**src/rtl/encode_pkg.sv**
```systemverilog
// Shared definitions for the encode acquisition controller slice.
// Holds the controller state encoding and the default widths used as
// parameter defaults by the interface, the watchdog and the top level.
package encode_pkg;

   localparam int ENCODE_WID_DEF     = 32;
   localparam int REV_CNT_WID_DEF    = 16;
   localparam int SAMPLE_CNT_WID_DEF = 32;
   localparam int TIMEOUT_WID_DEF    = 24;
   localparam int FLUSH_CYC_DEF      = 4;

   typedef enum logic [2:0] {
      ST_IDLE      = 3'd0,
      ST_FLUSH     = 3'd1,
      ST_WAIT_ZERO = 3'd2,
      ST_ACQ       = 3'd3,
      ST_DONE      = 3'd4,
      ST_FAULT     = 3'd5
   } acq_state_e;

   // Busy covers every state where a scan is in progress.
   function automatic logic state_is_busy(acq_state_e s);
      return (s == ST_FLUSH) || (s == ST_WAIT_ZERO) || (s == ST_ACQ);
   endfunction

endpackage

```
**src/rtl/encode_acq_ctrl_if.sv**
```systemverilog
// Encode sample stream: one valid strobe plus the W (rotary) and X
// (linear) positions.
//   master : drives vld, w, x
//   slave  : receives vld, w, x
interface encode_acq_ctrl_if
   import encode_pkg::*;
#(
   parameter int ENCODE_WID = ENCODE_WID_DEF
);
   logic                  vld;
   logic [ENCODE_WID-1:0] w;
   logic [ENCODE_WID-1:0] x;

   modport master (output vld, w, x);
   modport slave  (input  vld, w, x);
endinterface

```
**src/rtl/encode_update_watchdog.sv**
```systemverilog
// Encoder update watchdog. Counts cycles since the last encoder update
// while enabled and flags expiry on the cycle the count would reach the
// limit. An update in that same cycle suppresses expiry and restarts the
// count. A zero limit disables expiry. The count saturates.
// Ports:
//   clk_i, rst_i : clock, synchronous active-high reset
//   cnt_en_i     : count enable (scan waiting for zero or acquiring)
//   clr_i        : clear at scan start
//   update_i     : raw encoder update strobe, clears the count
//   limit_i      : timeout limit in cycles (0 = disabled)
//   expire_o     : combinational expiry flag
module encode_update_watchdog
   import encode_pkg::*;
#(
   parameter int TIMEOUT_WID = TIMEOUT_WID_DEF
) (
   input  logic                   clk_i,
   input  logic                   rst_i,
   input  logic                   cnt_en_i,
   input  logic                   clr_i,
   input  logic                   update_i,
   input  logic [TIMEOUT_WID-1:0] limit_i,
   output logic                   expire_o
);

   logic [TIMEOUT_WID-1:0] cnt_q;
   logic [TIMEOUT_WID:0]   cnt_inc;

   // One bit wider so the compare against an all-ones limit stays exact.
   assign cnt_inc  = {1'b0, cnt_q} + (TIMEOUT_WID+1)'(1);
   assign expire_o = cnt_en_i && !update_i && (limit_i != '0) &&
                     (cnt_inc == {1'b0, limit_i});

   always_ff @(posedge clk_i) begin
      if (rst_i) begin
         cnt_q <= '0;
      end else if (clr_i || update_i) begin
         cnt_q <= '0;
      end else if (cnt_en_i && !(&cnt_q)) begin
         cnt_q <= cnt_inc[TIMEOUT_WID-1:0];
      end
   end

endmodule

```
**src/rtl/encode_acq_ctrl.sv**
```systemverilog
// Scan-acquisition controller in front of the encode interpolation path.
// Flushes the interpolator at scan start, waits for the first wafer zero
// point, skips cfg_skip_rev revolutions, then forwards the precise encode
// stream for cfg_rev_num revolutions. An encoder-update watchdog moves the
// scan to FAULT when updates stop.
// Build option: define ENCODE_ACQ_X_LIMIT_EN to also end the scan once a
// forwarded sample reaches the latched X end position.
// Ports:
//   clk_i, rst_i        : clock, synchronous active-high reset
//   start_i, stop_i     : scan start (IDLE/FAULT only) and abort pulses
//   cfg_*_i             : scan configuration, latched at start
//   encode_update_i     : raw encoder update strobe (watchdog)
//   wafer_zero_flag_i   : zero-point flag, rising edge marks a revolution
//   precise_if          : interpolated sample stream in
//   acq_if              : forwarded sample stream out (latency 1)
//   interp_rst_o        : interpolator reset (rst_i or FLUSH)
//   acq_busy_o/done/fault : status to the register block
//   rev_cnt_o, sample_cnt_o : revolution and forwarded-sample counters
module encode_acq_ctrl
   import encode_pkg::*;
#(
   parameter int ENCODE_WID     = ENCODE_WID_DEF,
   parameter int REV_CNT_WID    = REV_CNT_WID_DEF,
   parameter int SAMPLE_CNT_WID = SAMPLE_CNT_WID_DEF,
   parameter int TIMEOUT_WID    = TIMEOUT_WID_DEF,
   parameter int FLUSH_CYC      = FLUSH_CYC_DEF
) (
   input  logic                      clk_i,
   input  logic                      rst_i,
   input  logic                      start_i,
   input  logic                      stop_i,
   input  logic [REV_CNT_WID-1:0]    cfg_skip_rev_i,
   input  logic [REV_CNT_WID-1:0]    cfg_rev_num_i,
   input  logic [TIMEOUT_WID-1:0]    cfg_timeout_i,
   input  logic [ENCODE_WID-1:0]     cfg_x_end_i,
   input  logic                      encode_update_i,
   input  logic                      wafer_zero_flag_i,
   encode_acq_ctrl_if.slave          precise_if,
   encode_acq_ctrl_if.master         acq_if,
   output logic                      interp_rst_o,
   output logic                      acq_busy_o,
   output logic                      acq_done_o,
   output logic                      acq_fault_o,
   output logic [REV_CNT_WID-1:0]    rev_cnt_o,
   output logic [SAMPLE_CNT_WID-1:0] sample_cnt_o
);

   localparam int FCW = $clog2(FLUSH_CYC + 1);

   acq_state_e state_q, state_d;

   logic [FCW-1:0]            flush_cnt_q;
   logic                      zero_d_q;
   logic [REV_CNT_WID-1:0]    skip_q, rev_num_q, rev_cnt_q;
   logic [TIMEOUT_WID-1:0]    timeout_q;
   logic [SAMPLE_CNT_WID-1:0] sample_cnt_q;
   logic                      vld_q;
   logic [ENCODE_WID-1:0]     w_q, x_q;

   logic                      zero_rise, start_ok, cnt_en, expire;
   logic                      in_window, rev_end, fwd, x_hit;
   logic [REV_CNT_WID-1:0]    rev_inc;
   logic [REV_CNT_WID:0]      end_rev;

   assign zero_rise = wafer_zero_flag_i && !zero_d_q;
   assign start_ok  = start_i && !stop_i &&
                      ((state_q == ST_IDLE) || (state_q == ST_FAULT));
   assign cnt_en    = (state_q == ST_WAIT_ZERO) || (state_q == ST_ACQ);

   assign rev_inc   = (&rev_cnt_q) ? rev_cnt_q : rev_cnt_q + REV_CNT_WID'(1);
   // Window end computed one bit wide so skip+rev_num cannot wrap.
   assign end_rev   = {1'b0, skip_q} + {1'b0, rev_num_q};
   assign in_window = ({1'b0, rev_cnt_q} >= {1'b0, skip_q}) &&
                      ({1'b0, rev_cnt_q} <  end_rev);
   assign rev_end   = zero_rise && ({1'b0, rev_inc} == end_rev);

   // The sample on the closing zero edge, an abort cycle or a timeout
   // cycle is dropped.
   assign fwd = (state_q == ST_ACQ) && precise_if.vld && in_window &&
                !rev_end && !stop_i && !expire;

`ifdef ENCODE_ACQ_X_LIMIT_EN
   logic [ENCODE_WID-1:0] x_end_q;
   assign x_hit = fwd && (precise_if.x >= x_end_q);

   always_ff @(posedge clk_i) begin
      if (rst_i)         x_end_q <= '0;
      else if (start_ok) x_end_q <= cfg_x_end_i;
   end
`else
   wire unused_x_end = ^cfg_x_end_i;
   assign x_hit = 1'b0;
`endif

   encode_update_watchdog #(
      .TIMEOUT_WID (TIMEOUT_WID)
   ) u_wdog (
      .clk_i    (clk_i),
      .rst_i    (rst_i),
      .cnt_en_i (cnt_en),
      .clr_i    (start_ok),
      .update_i (encode_update_i),
      .limit_i  (timeout_q),
      .expire_o (expire)
   );

   always_ff @(posedge clk_i) begin
      if (rst_i) state_q <= ST_IDLE;
      else       state_q <= state_d;
   end

   always_comb begin
      state_d = state_q;
      if (stop_i) begin
         state_d = ST_IDLE;
      end else begin
         unique case (state_q)
            ST_IDLE:      if (start_i) state_d = ST_FLUSH;
            ST_FLUSH:     if (flush_cnt_q == FCW'(FLUSH_CYC - 1)) state_d = ST_WAIT_ZERO;
            ST_WAIT_ZERO: begin
               if (expire)         state_d = ST_FAULT;
               else if (zero_rise) state_d = (end_rev == '0) ? ST_DONE : ST_ACQ;
            end
            ST_ACQ: begin
               if (expire)                state_d = ST_FAULT;
               else if (rev_end || x_hit) state_d = ST_DONE;
            end
            ST_DONE:      state_d = ST_IDLE;
            ST_FAULT:     if (start_i) state_d = ST_FLUSH;
            default:      state_d = ST_IDLE;
         endcase
      end
   end

   always_ff @(posedge clk_i) begin
      if (rst_i) begin
         flush_cnt_q  <= '0;
         zero_d_q     <= 1'b0;
         skip_q       <= '0;
         rev_num_q    <= '0;
         timeout_q    <= '0;
         rev_cnt_q    <= '0;
         sample_cnt_q <= '0;
         vld_q        <= 1'b0;
         w_q          <= '0;
         x_q          <= '0;
      end else begin
         zero_d_q    <= wafer_zero_flag_i;
         flush_cnt_q <= (state_q == ST_FLUSH) ? flush_cnt_q + FCW'(1) : '0;
         if (start_ok) begin
            skip_q       <= cfg_skip_rev_i;
            rev_num_q    <= cfg_rev_num_i;
            timeout_q    <= cfg_timeout_i;
            rev_cnt_q    <= '0;
            sample_cnt_q <= '0;
         end else begin
            if ((state_q == ST_ACQ) && zero_rise && !stop_i && !expire)
               rev_cnt_q <= rev_inc;
            if (fwd && !(&sample_cnt_q))
               sample_cnt_q <= sample_cnt_q + SAMPLE_CNT_WID'(1);
         end
         vld_q <= fwd;
         if (fwd) begin
            w_q <= precise_if.w;
            x_q <= precise_if.x;
         end
      end
   end

   assign acq_if.vld   = vld_q;
   assign acq_if.w     = w_q;
   assign acq_if.x     = x_q;
   assign interp_rst_o = rst_i || (state_q == ST_FLUSH);
   assign acq_busy_o   = state_is_busy(state_q);
   assign acq_done_o   = (state_q == ST_DONE);
   assign acq_fault_o  = (state_q == ST_FAULT);
   assign rev_cnt_o    = rev_cnt_q;
   assign sample_cnt_o = sample_cnt_q;

endmodule
```
**src/flat_wrapper.sv**
```systemverilog
// flat-port wrapper written by rule: the top's interface ports become plain ports
module encode_acq_ctrl_flat import encode_pkg::*;
#(
   parameter int ENCODE_WID     = ENCODE_WID_DEF,
   parameter int REV_CNT_WID    = REV_CNT_WID_DEF,
   parameter int SAMPLE_CNT_WID = SAMPLE_CNT_WID_DEF,
   parameter int TIMEOUT_WID    = TIMEOUT_WID_DEF,
   parameter int FLUSH_CYC      = FLUSH_CYC_DEF
)
  (clk_i, rst_i, start_i, stop_i, cfg_skip_rev_i, cfg_rev_num_i, cfg_timeout_i, cfg_x_end_i, encode_update_i, wafer_zero_flag_i, interp_rst_o, acq_busy_o, acq_done_o, acq_fault_o, rev_cnt_o, sample_cnt_o, precise_if_vld, precise_if_w, precise_if_x, acq_if_vld, acq_if_w, acq_if_x);
  encode_acq_ctrl_if #(.ENCODE_WID(ENCODE_WID)) precise_if_i ();
  encode_acq_ctrl_if #(.ENCODE_WID(ENCODE_WID)) acq_if_i ();
  input  logic clk_i;
  input  logic rst_i;
  input  logic start_i;
  input  logic stop_i;
  input  logic [REV_CNT_WID-1:0] cfg_skip_rev_i;
  input  logic [REV_CNT_WID-1:0] cfg_rev_num_i;
  input  logic [TIMEOUT_WID-1:0] cfg_timeout_i;
  input  logic [ENCODE_WID-1:0] cfg_x_end_i;
  input  logic encode_update_i;
  input  logic wafer_zero_flag_i;
  output logic interp_rst_o;
  output logic acq_busy_o;
  output logic acq_done_o;
  output logic acq_fault_o;
  output logic [REV_CNT_WID-1:0] rev_cnt_o;
  output logic [SAMPLE_CNT_WID-1:0] sample_cnt_o;
  input wire logic [$bits(precise_if_i.vld)-1:0] precise_if_vld;
  input wire logic [$bits(precise_if_i.w)-1:0] precise_if_w;
  input wire logic [$bits(precise_if_i.x)-1:0] precise_if_x;
  output wire logic [$bits(acq_if_i.vld)-1:0] acq_if_vld;
  output wire logic [$bits(acq_if_i.w)-1:0] acq_if_w;
  output wire logic [$bits(acq_if_i.x)-1:0] acq_if_x;
  assign precise_if_i.vld = precise_if_vld;
  assign precise_if_i.w = precise_if_w;
  assign precise_if_i.x = precise_if_x;
  assign acq_if_vld = acq_if_i.vld;
  assign acq_if_w = acq_if_i.w;
  assign acq_if_x = acq_if_i.x;
  encode_acq_ctrl #(.ENCODE_WID(ENCODE_WID), .REV_CNT_WID(REV_CNT_WID), .SAMPLE_CNT_WID(SAMPLE_CNT_WID), .TIMEOUT_WID(TIMEOUT_WID), .FLUSH_CYC(FLUSH_CYC)) u_core (.clk_i(clk_i), .rst_i(rst_i), .start_i(start_i), .stop_i(stop_i), .cfg_skip_rev_i(cfg_skip_rev_i), .cfg_rev_num_i(cfg_rev_num_i), .cfg_timeout_i(cfg_timeout_i), .cfg_x_end_i(cfg_x_end_i), .encode_update_i(encode_update_i), .wafer_zero_flag_i(wafer_zero_flag_i), .precise_if(precise_if_i), .acq_if(acq_if_i), .interp_rst_o(interp_rst_o), .acq_busy_o(acq_busy_o), .acq_done_o(acq_done_o), .acq_fault_o(acq_fault_o), .rev_cnt_o(rev_cnt_o), .sample_cnt_o(sample_cnt_o));
endmodule
```
**config.mk**
```make
export PLATFORM = sky130hd
export DESIGN_NAME = encode_acq_ctrl_flat
export DESIGN_NICKNAME = d
export VERILOG_FILES = /design/src/rtl/encode_pkg.sv /design/src/rtl/encode_acq_ctrl_if.sv /design/src/rtl/encode_update_watchdog.sv /design/src/rtl/encode_acq_ctrl.sv /design/src/flat_wrapper.sv
export SDC_FILE = /design/constraint.sdc
export NUM_CORES = 1
export LEC_CHECK = 0
export BUFFER_PORTS_ARGS = -buffer_cell sky130_fd_sc_hd__buf_2
export CAP_MARGIN = 20
export CORE_ASPECT_RATIO = 0.6
export CORE_MARGIN = 2
export CORE_UTILIZATION = 54
export CTS_CLUSTER_SIZE = 30
export DETAILED_ROUTE_END_ITERATION = 7
export PLACE_DENSITY = 0.81
export SYNTH_ARGS = -nofsm -noshare
export SYNTH_HDL_FRONTEND = slang
export SYNTH_SLANG_ARGS = --single-unit
```
**constraint.sdc**
```tcl
create_clock -name clk_i -period 5.7 [get_ports clk_i]
set_clock_uncertainty 0.15 [all_clocks]
set_input_delay 0.57 -clock clk_i [delete_from_list [all_inputs] [get_ports clk_i]]
set_output_delay 0.57 -clock clk_i [all_outputs]
set_load 0.01 [all_outputs]
```
==> results of run 1 <==
-- routing by layer --
metal / GRT usage (%) / vias to the layer above / share of wire, %
li1: - / 5292 / -
met1: 41.4 / 5158 / 44
met2: 42.5 / 525 / 43
met3: 9.45 / 38 / 12
met4: 7.80 / 2 / 1.3
met5: 0 / - / 0.039
-- state kept, by name, indices dropped and copies added (netlist names) --
signal               count
u_core.timeout_q        24
u_core.zero_d_q          1
u_core.sample_cnt_o     32
u_core.acq_if.x         32
u_core.rev_cnt_o        16
u_core.skip_q           16
u_core.acq_if.vld        1
u_core.u_wdog.cnt_q     24
u_core.acq_if.w         32
u_core.flush_cnt_q       3
u_core.rev_num_q        16
u_core.state_q           3
-- through the flow --
stage | std cells | area, um2 | total power [uW] | utilization [%] | hold slack, ns
after detailed placement | 1856 | 12600 | 1790 | 62.4 | 0.268
after floorplan | 1412 | 11300 | 1680 | - | 0.249
after global placement | 1856 | 12600 | 1780 | 62.4 | 0.257
after CTS | 1888 | 13200 | 3020 | 65.3 | 0.188
final | 1894 | 13300 | 3010 | 65.4 | 0.200
after global routing | 1891 | 13200 | 3130 | 65.4 | 0.189
-- final cells by class --
class                      instances  area (um2)
clock buffer                      19         443
antenna                            6        15.0
tap                              273         342
timing repair buffer             256        1350
fill                            1707        7010
inverter                          44         165
sequential                       200        4000
clock inverter                    13         150
multi-input combinational       1083        6780
-- report_power, final --
part           leakage (uW)  switching (uW)  total, uW  internal, uW
logic               0.00366             187        322           134
clock network      0.000293             604       1240           639
registers           0.00162            25.1       1440          1420
-- how the worst max path moves through the flow --
stage / startpoint / endpoint / slack [ns] / depth (start not counted)
global placement: u_core.skip_q[0] / u_core.sample_cnt_o[20] / 0.82 / 19
detailed placement: u_core.skip_q[0] / u_core.sample_cnt_o[11] / 0.68 / 18
finish: u_core.skip_q[0] / u_core.sample_cnt_o[29] / 0.59 / 19
global route: u_core.skip_q[0] / u_core.sample_cnt_o[11] / 0.05 / 18
CTS: u_core.skip_q[0] / u_core.sample_cnt_o[11] / 0.66 / 18
floorplan: u_core.rev_num_q[0] / u_core.sample_cnt_o[24] / 1.22 / 21
-- cell families (layout without fill, tap and decap cells) --
family,Yosys count,in the layout
DFF,200,200
muxes,86,86
buffers and inverters,129,332
AOI/OAI and AO/OA,225,225
adders and majority gates,53,53
and+or+nand+nor,626,626
other,0,6
xor gates and xnor gates,93,93
-- worst max-delay path, delay by kind of cell, from the launching register on --
| kind | cells | cell delay (ns) |
|---|---|---|
| adder cells (fa/ha/maj) | 5 | 1.67 |
| XOR/XNOR | 1 | 0.24 |
| AO/OA/AOI/OAI | 8 | 1.55 |
| buffers and inverters | 1 | 0.09 |
| AND/OR/NAND/NOR | 4 | 0.97 |
| flip-flops | 1 | 0.35 |
-- synth_stat cells, types with 19 or more instances --
cell type    n
and3_1      29
a21o_1      21
xnor2_1     53
or3_1       19
nand4_1     36
nand2_1    208
mux2i_1     82
dfxtp_1    200
a21oi_1     94
nor2_1     172
ha_1        50
inv_1       44
o21ai_0     30
clkbuf_1    63
nand3_1     53
xor2_1      39
nor3_1      22
==> results.txt, run 1 <==
----------------------------------------------------
[Power]
  Peak VDD IR ... 205 uV
  Power per unit of standard cell area ... 227 nW/um2
  Leakage component of the power ... 0.00557 uW

[Synthesis]
  Area share of the leading cell type in the synthesized netlist ... 35.5%
  Count of mapped cells out of synthesis ... 1412
  Cells taking the most area after synthesis ... dfxtp_1 (35%), mux2i_1 (7.3%), nand2_1 (6.9%)
  Simple-Gate Fraction of Synth Area ... 26.3%
  Top FF cell, synth ... dfxtp_1
  Syn_area_per_cell ... 7.99 um2
  Total number of yosys warnings ... 0
  Mux contribution to synthesized area ... 7.67%
  XOR/XNOR share of the synthesized area ... 7.34%
  Number of distinct standard cells referenced by the synthesized netlist ... 72
  Main combinational cell family by area after synthesis ... simple AND/OR/NAND/NOR gates
  Async set-reset flop share out of synthesis ... 0%
  Largest area contributor in the synthesized netlist ... dfxtp_1
  Synthesized-area fraction occupied by ao, oa, aoi and oai cells ... 12.7%
  EDFF count, synth ... 0
  Post-synthesis net count ... 1622
  Post-Synthesis Cell Area ... 11300 um2
  Part of the Yosys area used for sequential elements ... 35.5%
  Flop and latch count out of synthesis ... 200
  Synth Area in Adders ... 5.90%

[Drt]
  Final ANT Viol Nets ... 0
  Via total after detailed routing ... 11000
  Average detailed-routed wire length per instance ... 17.4 um
  Wire length reported by the detailed router ... 33.0 mm
  Remaining design rule violation count ... 0
  Average vias per placed instance ... 5.82
  Number of optimization iterations in the first detailed-route pass ... 5
  Number of DRC violations after detailed-routing iteration 0 ... 1181

[Floorplan]
  Placement row count ... 40
  Starting utilization of the core area ... 55.7%
  Core Box Area ... 20300 um2
  Die Outline Area ... 22100 um2
  Overall die width ... 191 um
  Count of pins on the block boundary ... 276
  Die Height ... 116 um

[STA]
  Number of setup violations in the final report ... 0
  Slew Limit Headroom ... 30.0%
  Max frequency ... 0.196 GHz
  Final hold violation count ... 0
  Max-slew violation count ... 0
  Worst slew pin tran ... 1.05 ns
  Portion of the clock cycle consumed by the worst path in the final layout ... 89.7%
  RSZ-0062 raised after global routing ... false
  Final-layout setup total negative slack ... 0 ns
  PnR worst setup slack ... 0.586 ns
  Clock period minus worst slack ... 5.11 ns

[Critical path]
  Largest stage delay on the critical path ... 0.56 ns
  Crit path launch type ... flop
  Arrival time of data at the critical path endpoint ... 5.33 ns
  Standard cell with the maximum stage delay on the critical path ... or3_1
  Classification of the worst setup path ... reg -> reg
  Register-to-register setup slack ... 0.59 ns
  Largest fanout on the critical path ... 16
  FF-to-FF End ... u_core.sample_cnt_o[29]
  Count of cells along the worst register-to-register path ... 19
  CP cell instances ... ha_1 > fa_1 > a211oi_1 > o21bai_1 > a21oi_1 > xnor2_1 > inv_1 > ha_1 > and4_1 > nand2_1 > o21ai_0 > o22ai_1 > maj3_1 > maj3_1 > o21a_1 > nor2_1 > or3_1 > o21ai_0 > a21oi_1
  Category of the worst setup path capture point ... flop
  Required time reported for the critical path endpoint ... 5.91 ns
  Launch instance of the worst register-to-register path ... u_core.skip_q[0]

[Layout]
  Fraction of layout instances using a drive strength above 1 ... 19.5%
  Layout overhead on the synthesized area ... 17.4%
  Highest-count cells in the layout ignoring fill and taps ... buf_2 (242), nand2_1 (208), dfxtp_1 (200)
  Final nets ... 1812
  Most common library cell in the layout ignoring fill and taps ... buf_2

[Placed design]
  Post-DP HPWL ... 24.5 mm
  RePlAce Congestion ... 0.928
  Number of buffers added on ports ... 243
  Worst setup slack before clock tree synthesis ... 0.678 ns

[Min path]
  Hold path startpoint ... wafer_zero_flag_i
  Worst-case hold path end point ... u_core.zero_d_q
  Worst Hold Path Cells ... 2
  Type of the worst min-delay path ... in -> reg

[Clock tree]
  Post-CTS Hold Fix Bufs ... 0
  Buffer type at the clock tree root ... clkbuf_16
  Maximum clock insertion buffer count ... 2
  Maximum level of the CTS H-tree ... 4
  CTS tree ... done
  Setup Fix Bufs, Post-CTS ... 0
  Number of CTS-inserted buffers ... 17
  CTS-repair resized insts ... 0
  Clk Latency, worst-skew pair ... 0.45 ns
  Sink Count ... 200
  Worst-path clk slew ... 0.08 ns

[Global route]
  Remaining Overflow, GRT ... 0
  Via count of the first global-routing pass ... 9677
  Global-route wire length before repair ... 50.7 mm
  Largest net degree at the start of global routing ... 105
  Number of antenna violations at the first check in global routing ... 5
  Global-route usage over all layers ... 29.1%

[Run]
  Max-cap check violation count ... 0

[Status]
  Status ... completed

----------------------------------------------------
No activity file was read; power rests on OpenSTA's default activity.
==> run 2, diff against run 1 <==
- RECOVER_POWER: default -> 25
==> run 2 against run 1 <==
Effect of this change: global-route usage is the same; largest power group unchanged; design area shrank 0.75%; die area is the same; critical endpoint is now u_core.sample_cnt_o[15]; total power is essentially flat; worst setup slack gained 0.0054 ns; combinational power is essentially flat; sequential cell count is the same; cell count is the same; core utilization shrank 0.49 points.
==> results.txt, run 2 (same netlist as run 1, synthesis figures left out) <==
----------------------------------------------------
[Placed design]
  RePlAce Congestion ... 0.928 (unchanged)
  Post-DP HPWL ... 24.5 mm (unchanged)
  # placed instances ... 1856 (unchanged)
  Number of buffers added on ports ... 243 (unchanged)

[Critical path]
  Arrival time of data at the critical path endpoint ... 5.34 ns (about the same)
  Largest fanout on the critical path ... 16 (unchanged)
  Launch instance of the worst register-to-register path ... u_core.skip_q[0]
  CP cell instances ... ha_1 > fa_1 > a211oi_1 > o211ai_1 > nand2_1 > xnor2_1 > inv_1 > ha_1 > a2111oi_0 > o21ai_0 > o22ai_1 > maj3_1 > maj3_1 > o21a_1 > nor2_1 > or3_1 > or4_1 > o21ai_1
  Critical path origin ... u_core.skip_q[0]
  Category of the worst setup path capture point ... flop
  Largest stage delay on the critical path ... 0.65 ns (+0.09 ns)
  Required time reported for the critical path endpoint ... 5.93 ns (+0.02 ns)
  Crit path launch type ... flop
  Standard cell with the maximum stage delay on the critical path ... or3_1
  Classification of the worst setup path ... reg -> reg

[Global route]
  Global-route usage over all layers ... 29.1% (unchanged)
  Via count of the first global-routing pass ... 9677 (unchanged)
  Global routing usage on met3 ... 9.45% (unchanged)
  Global-route wire length before repair ... 50.7 mm (unchanged)
  GRT met1 Usage ... 41.4% (unchanged)
  Highest-utilization routing layer at the global route stage ... met2
  Remaining Overflow, GRT ... 0 (unchanged)
  Number of antenna violations at the first check in global routing ... 5 (unchanged)
  GRT met2 Usage ... 42.5% (unchanged)
  Largest net degree at the start of global routing ... 105 (unchanged)

[Layout]
  Layout overhead on the synthesized area ... 16.6%
  Final design utilization ... 64.9% (-0.49 points)
  Final nets ... 1812 (unchanged)
  Most common library cell in the layout ignoring fill and taps ... nand2_1
  Cell Count, Final, Fillers Out ... 1894 (unchanged)
  Fraction of layout instances using a drive strength above 1 ... 14.6% (-4.9 points)
  Highest-count cells in the layout ignoring fill and taps ... nand2_1 (208), dfxtp_1 (200), nor2_1 (171)

[Drt]
  Number of DRC violations after detailed-routing iteration 0 ... 1125 (-4.7%)
  Remaining design rule violation count ... 0 (unchanged)
  Average detailed-routed wire length per instance ... 17.4 um (-0.34%)
  Number of optimization iterations in the first detailed-route pass ... 5 (unchanged)
  Average vias per placed instance ... 5.82 (about the same)
  Final ANT Viol Nets ... 0 (unchanged)
  Wire length reported by the detailed router ... 32.9 mm (-0.34%)
  Via total after detailed routing ... 11000 (+0.036%)

[Power]
  Pwr Total ... 3010 uW (about the same)
  Net switching share of the total power ... 27.1% (about the same)
  Leakage component of the power ... 0.00522 uW (-6.3%)
  Part of the power in registers ... 48.0% (about the same)
  Power per unit of standard cell area ... 228 nW/um2 (+0.70%)
  Logic pwr share ... 10.7% (about the same)
  Portion of total power attributed to the clock network ... 41.3% (about the same)
  Peak VDD IR ... 206 uV (+0.54%)
  Net Switching ... 815 uW (-0.14%)
  Internal Dissipation ... 2190 uW (about the same)

[Floorplan]
  Starting utilization of the core area ... 55.7% (unchanged)
  Overall die width ... 191 um (unchanged)
  Count of pins on the block boundary ... 276 (unchanged)
  Placement row count ... 40 (unchanged)
  Die Height ... 116 um (unchanged)
  Core Box Area ... 20300 um2 (unchanged)
  Die Outline Area ... 22100 um2 (unchanged)

[STA]
  Slew Limit Headroom ... 29.4% (-0.58 points)
  Worst slew pin tran ... 1.06 ns (+0.00869 ns)
  Portion of the clock cycle consumed by the worst path in the final layout ... 89.6% (-0.095 points)
  Final hold violation count ... 0 (unchanged)
  Max frequency ... 0.196 GHz (+0.11%)
  Number of setup violations in the final report ... 0 (unchanged)
  Smallest hold slack ... 0.199 ns (-0.000724 ns)
  RSZ-0062 raised after global routing ... false
  Clock period minus worst slack ... 5.11 ns (-0.00543 ns)
  Max-slew violation count ... 0 (unchanged)
  Final-layout setup total negative slack ... 0 ns (unchanged)

[Clock tree]
  Sink Count ... 200 (unchanged)
  Setup Fix Bufs, Post-CTS ... 0 (unchanged)
  CTS tree ... done
  Clk Latency, worst-skew pair ... 0.45 ns (about the same)
  Maximum level of the CTS H-tree ... 4 (unchanged)
  Maximum clock insertion buffer count ... 2 (unchanged)
  Worst-path clk slew ... 0.08 ns (about the same)
  Post-CTS Hold Fix Bufs ... 0 (unchanged)
  Number of CTS-inserted buffers ... 17 (unchanged)
  CTS-repair resized insts ... 0 (unchanged)
  Buffer type at the clock tree root ... clkbuf_16

[Status]
  Status ... completed

[Min path]
  Hold path startpoint ... wafer_zero_flag_i
  Type of the worst min-delay path ... in -> reg

[Run]
  Max-cap check violation count ... 0 (unchanged)

----------------------------------------------------
==> run 2: cell count changes in the layout (fill, tap and decap cells not counted) <==
cell      previous run  this run
clkbuf_1             1        80
buf_2              242       163
==> run 2: per-stage QoR <==
step	setup WS, ns	area [um2]
floorplan	1.22	11300
global placement	0.816	12600
detailed placement	0.678	12600
CTS	0.657	13200
global route	0.0501	13200
finish	0.591	13200
==> run 2: layer usage <==
metal	up-vias	part of all wire [%]
li1	5298	-
met1	5181	44
met2	505	43
met3	33	11
met4	2	1.2
met5	-	0.037
==> run 2: final timing paths <==
check                            end  slack, ns  depth (start not counted)
max          u_core.sample_cnt_o[15]       0.59                         18
min                  u_core.zero_d_q       0.20                          2
min reg2reg    u_core.flush_cnt_q[0]       0.27                          1
max reg2reg  u_core.sample_cnt_o[15]       0.59                         18
==> run 2: final cells by class <==
class,count,area [um2]
diodes,6,15.0
clock buffers,19,443
clock inverters,13,150
fillers,1755,7110
inverters,44,165
multi-input cells,1083,6780
flip-flops and latches,200,4000
well taps,273,342
repair buffers,256,1250
==> run 2: worst max-delay path, delay by kind of cell (launching register included) <==
kind            cells  cell delay, ns
simple gates        4            1.42
xor+xnor            1            0.21
compound gates      7            1.59
flops               1            0.35
fa+ha+maj           5            1.23
buf+inv             1            0.09
==> run 2: power groups by stage <==
stage / sequential [uW] / combinational [uW] / clock (uW)
global placement: 1470 / 307 / 0
CTS: 1440 / 318 / 1250
global route: 1450 / 355 / 1320
floorplan: 1470 / 216 / 0
detailed placement: 1480 / 316 / 0
finish: 1440 / 322 / 1240
==> run 3, diff against run 2 <==
- CELL_PAD_IN_SITES_DETAIL_PLACEMENT: default -> 1
- CELL_PAD_IN_SITES_GLOBAL_PLACEMENT: default -> 1
- CORE_UTILIZATION: 54 -> 39
- PLACE_DENSITY: 0.81 -> default
- PLACE_DENSITY_LB_ADDON: default -> 0.1
==> run 3 against run 2 <==
Effect of this change: the flow now finishes with violations (capacitance limit, slew limit); count of clock-buffer cells in the layout is 1 lower; sequential power hardly changed; sequential cell count stayed put.
==> results.txt, run 3 (same netlist as run 1, synthesis figures left out) <==
----------------------------------------------------
[STA]
  Portion of the clock cycle consumed by the worst path in the final layout ... 89.8% (+0.18 points)
  Number of setup violations in the final report ... 0 (unchanged)
  Max-slew violation count ... 48 (+48)
  RSZ-0062 raised after global routing ... false
  Worst slew pin tran ... 2.19 ns (+1.13 ns)
  Slew Limit Headroom ... -45.8% (-75 points)
  Max frequency ... 0.195 GHz (-0.20%)
  Clock period minus worst slack ... 5.12 ns (+0.0104 ns)
  Final-layout setup total negative slack ... 0 ns (unchanged)
  Final hold violation count ... 0 (unchanged)

[Min path]
  Worst Hold Path Cells ... 3 (+1)
  Hold path startpoint ... precise_if_w[11]
  Type of the worst min-delay path ... in -> reg
  Worst-case hold path end point ... u_core.acq_if.w[11]

[Floorplan]
  Placement row count ... 48 (+20%)
  Die Outline Area ... 30400 um2 (+37%)
  Overall die width ... 224 um (+17%)
  Count of pins on the block boundary ... 276 (unchanged)
  Core Box Area ... 28600 um2 (+41%)
  Starting utilization of the core area ... 39.5% (-16 points)
  Die Height ... 136 um (+17%)

[Critical path]
  Classification of the worst setup path ... reg -> reg
  Register-to-register setup slack ... 0.58 ns (about the same)
  FF-to-FF End ... u_core.acq_if.x[14]
  Critical path origin ... u_core.rev_num_q[0]
  Category of the worst setup path capture point ... flop
  Crit path launch type ... flop
  Required time reported for the critical path endpoint ... 5.86 ns (-0.07 ns)
  Count of cells along the worst register-to-register path ... 20 (+2)
  Standard cell with the maximum stage delay on the critical path ... a211oi_1
  CP cell instances ... ha_1 > fa_1 > a211oi_1 > o21bai_1 > a21oi_1 > xnor2_1 > inv_1 > ha_1 > and4_1 > nand2_1 > o21ai_0 > o22ai_1 > maj3_1 > maj3_1 > o21a_1 > nor2_1 > nor3_2 > buf_12 > mux2i_1 > nor2_1
  Largest stage delay on the critical path ... 0.43 ns (-0.22 ns)
  Largest fanout on the critical path ... 106 (+90)
  Launch instance of the worst register-to-register path ... u_core.rev_num_q[0]
  Arrival time of data at the critical path endpoint ... 5.28 ns (-0.06 ns)

[Layout]
  Count of antenna diodes in the layout ... 0 (-6)
  Final nets ... 1810 (-0.11%)
  Most common library cell in the layout ignoring fill and taps ... nand2_1
  Layout overhead on the synthesized area ... 17.4%
  Fraction of layout instances using a drive strength above 1 ... 14.7% (+0.080 points)
  Highest-count cells in the layout ignoring fill and taps ... nand2_1 (208), dfxtp_1 (200), nor2_1 (171)
  Final design utilization ... 46.3% (-19 points)

[Power]
  Pwr Total ... 3050 uW (+1.5%)
  Leakage component of the power ... 0.00522 uW (about the same)
  Peak VDD IR ... 172 uV (-16%)
  Power per unit of standard cell area ... 230 nW/um2 (+0.77%)

[Drt]
  Average vias per placed instance ... 5.37 (-7.7%)
  Average detailed-routed wire length per instance ... 18.0 um (+3.8%)
  Wire length reported by the detailed router ... 35.8 mm (+9.0%)
  Number of optimization iterations in the first detailed-route pass ... 5 (unchanged)
  Remaining design rule violation count ... 0 (unchanged)
  Number of DRC violations after detailed-routing iteration 0 ... 615 (-45%)
  Final ANT Viol Nets ... 0 (unchanged)
  Via total after detailed routing ... 10700 (-3.1%)

[Placed design]
  Post-DP HPWL ... 26.7 mm (+9.0%)
  Number of buffers added on ports ... 243 (unchanged)
  RePlAce Congestion ... 0.868 (-6.5%)

[Clock tree]
  Buffer type at the clock tree root ... clkbuf_16
  Setup Fix Bufs, Post-CTS ... 0 (unchanged)
  Sink Count ... 200 (unchanged)
  CTS-repair resized insts ... 0 (unchanged)
  Clk Latency, worst-skew pair ... 0.46 ns (about the same)
  Post-CTS Hold Fix Bufs ... 0 (unchanged)
  CTS tree ... done
  Number of CTS-inserted buffers ... 17 (unchanged)
  Maximum level of the CTS H-tree ... 4 (unchanged)
  Maximum clock insertion buffer count ... 2 (unchanged)
  Worst-path clk slew ... 0.08 ns (about the same)

[Status]
  Failing checks ... capacitance limit, slew limit
  Status ... finished with violations

[Global route]
  Number of antenna violations at the first check in global routing ... 0 (-5)
  Global-route usage over all layers ... 23.4% (-5.7 points)
  Global-route wire length before repair ... 56.4 mm (+11%)
  Remaining Overflow, GRT ... 0 (unchanged)
  Via count of the first global-routing pass ... 10300 (+6.1%)
  Largest net degree at the start of global routing ... 107 (+1.9%)

[Run]
  Max-cap check violation count ... 1 (+1)

----------------------------------------------------
-- run 3: changes by cell type in the layout (fill, tap and decap cells not counted), sizes merged --
cell | previous run | this run
clkinv | 3 | 4
inv | 53 | 50
diode | 6 | 0
bufinv | 1 | 2
buf | 177 | 178
clkbuf | 98 | 94
clkinvlp | 0 | 2
-- run 3: worst max path at each step --
stage | to | slack (ns)
6_report | u_core.acq_if.x[14] | 0.58
5_1_grt | u_core.acq_if.x[15] | 0.09
4_1_cts | u_core.sample_cnt_o[9] | 0.59
3_5_place_dp | u_core.sample_cnt_o[9] | 0.61
3_3_place_gp | u_core.sample_cnt_o[2] | 0.75
2_1_floorplan | u_core.sample_cnt_o[24] | 1.22
-- run 3: through the flow --
step	std cells	cell area [um2]	hold WS (ns)	setup WS, ns
CTS	1988	13300	0.171	0.590
global route	1988	13200	0.184	0.0888
detailed placement	1956	12700	0.285	0.611
finish	1988	13200	0.189	0.581
global placement	1956	12700	0.259	0.753
floorplan	1412	11300	0.249	1.22
-- run 3: cell type report --
class                   instances  area, um2
flip-flops and latches        200       4000
repair buffers                254       1220
fillers                      3549      15300
clock inverters                14        181
well taps                     375        469
inverters                      44        165
clock buffers                  18        429
multi-input cells            1083       6780
-- run 3: worst max-delay path, delay by kind of cell, from the launching register on --
| kind | cells | cell delay, ns |
|---|---|---|
| AOI/OAI and AO/OA | 6 | 1.24 |
| xor gates and xnor gates | 1 | 0.23 |
| adders and majority gates | 5 | 1.68 |
| buffers and inverters | 2 | 0.34 |
| DFF | 1 | 0.34 |
| muxes | 1 | 0.29 |
| and+or+nand+nor | 5 | 0.55 |
-- run 3: metal layers --
layer / global-route usage (%) / up-vias / share of wire [%]
li1: - / 5281 / -
met3: 4.64 / 26 / 5.2
met5: 0 / - / 0
met2: 35.3 / 243 / 42
met1: 34.4 / 5131 / 52
met4: 5.04 / 0 / 0.87
-- run 3: report_power, final --
part           internal, uW  switching (uW)  total (uW)
clock network           667             611        1280
logic                   135             194         329
registers              1420            25.1        1440
total                  2220             830        3050
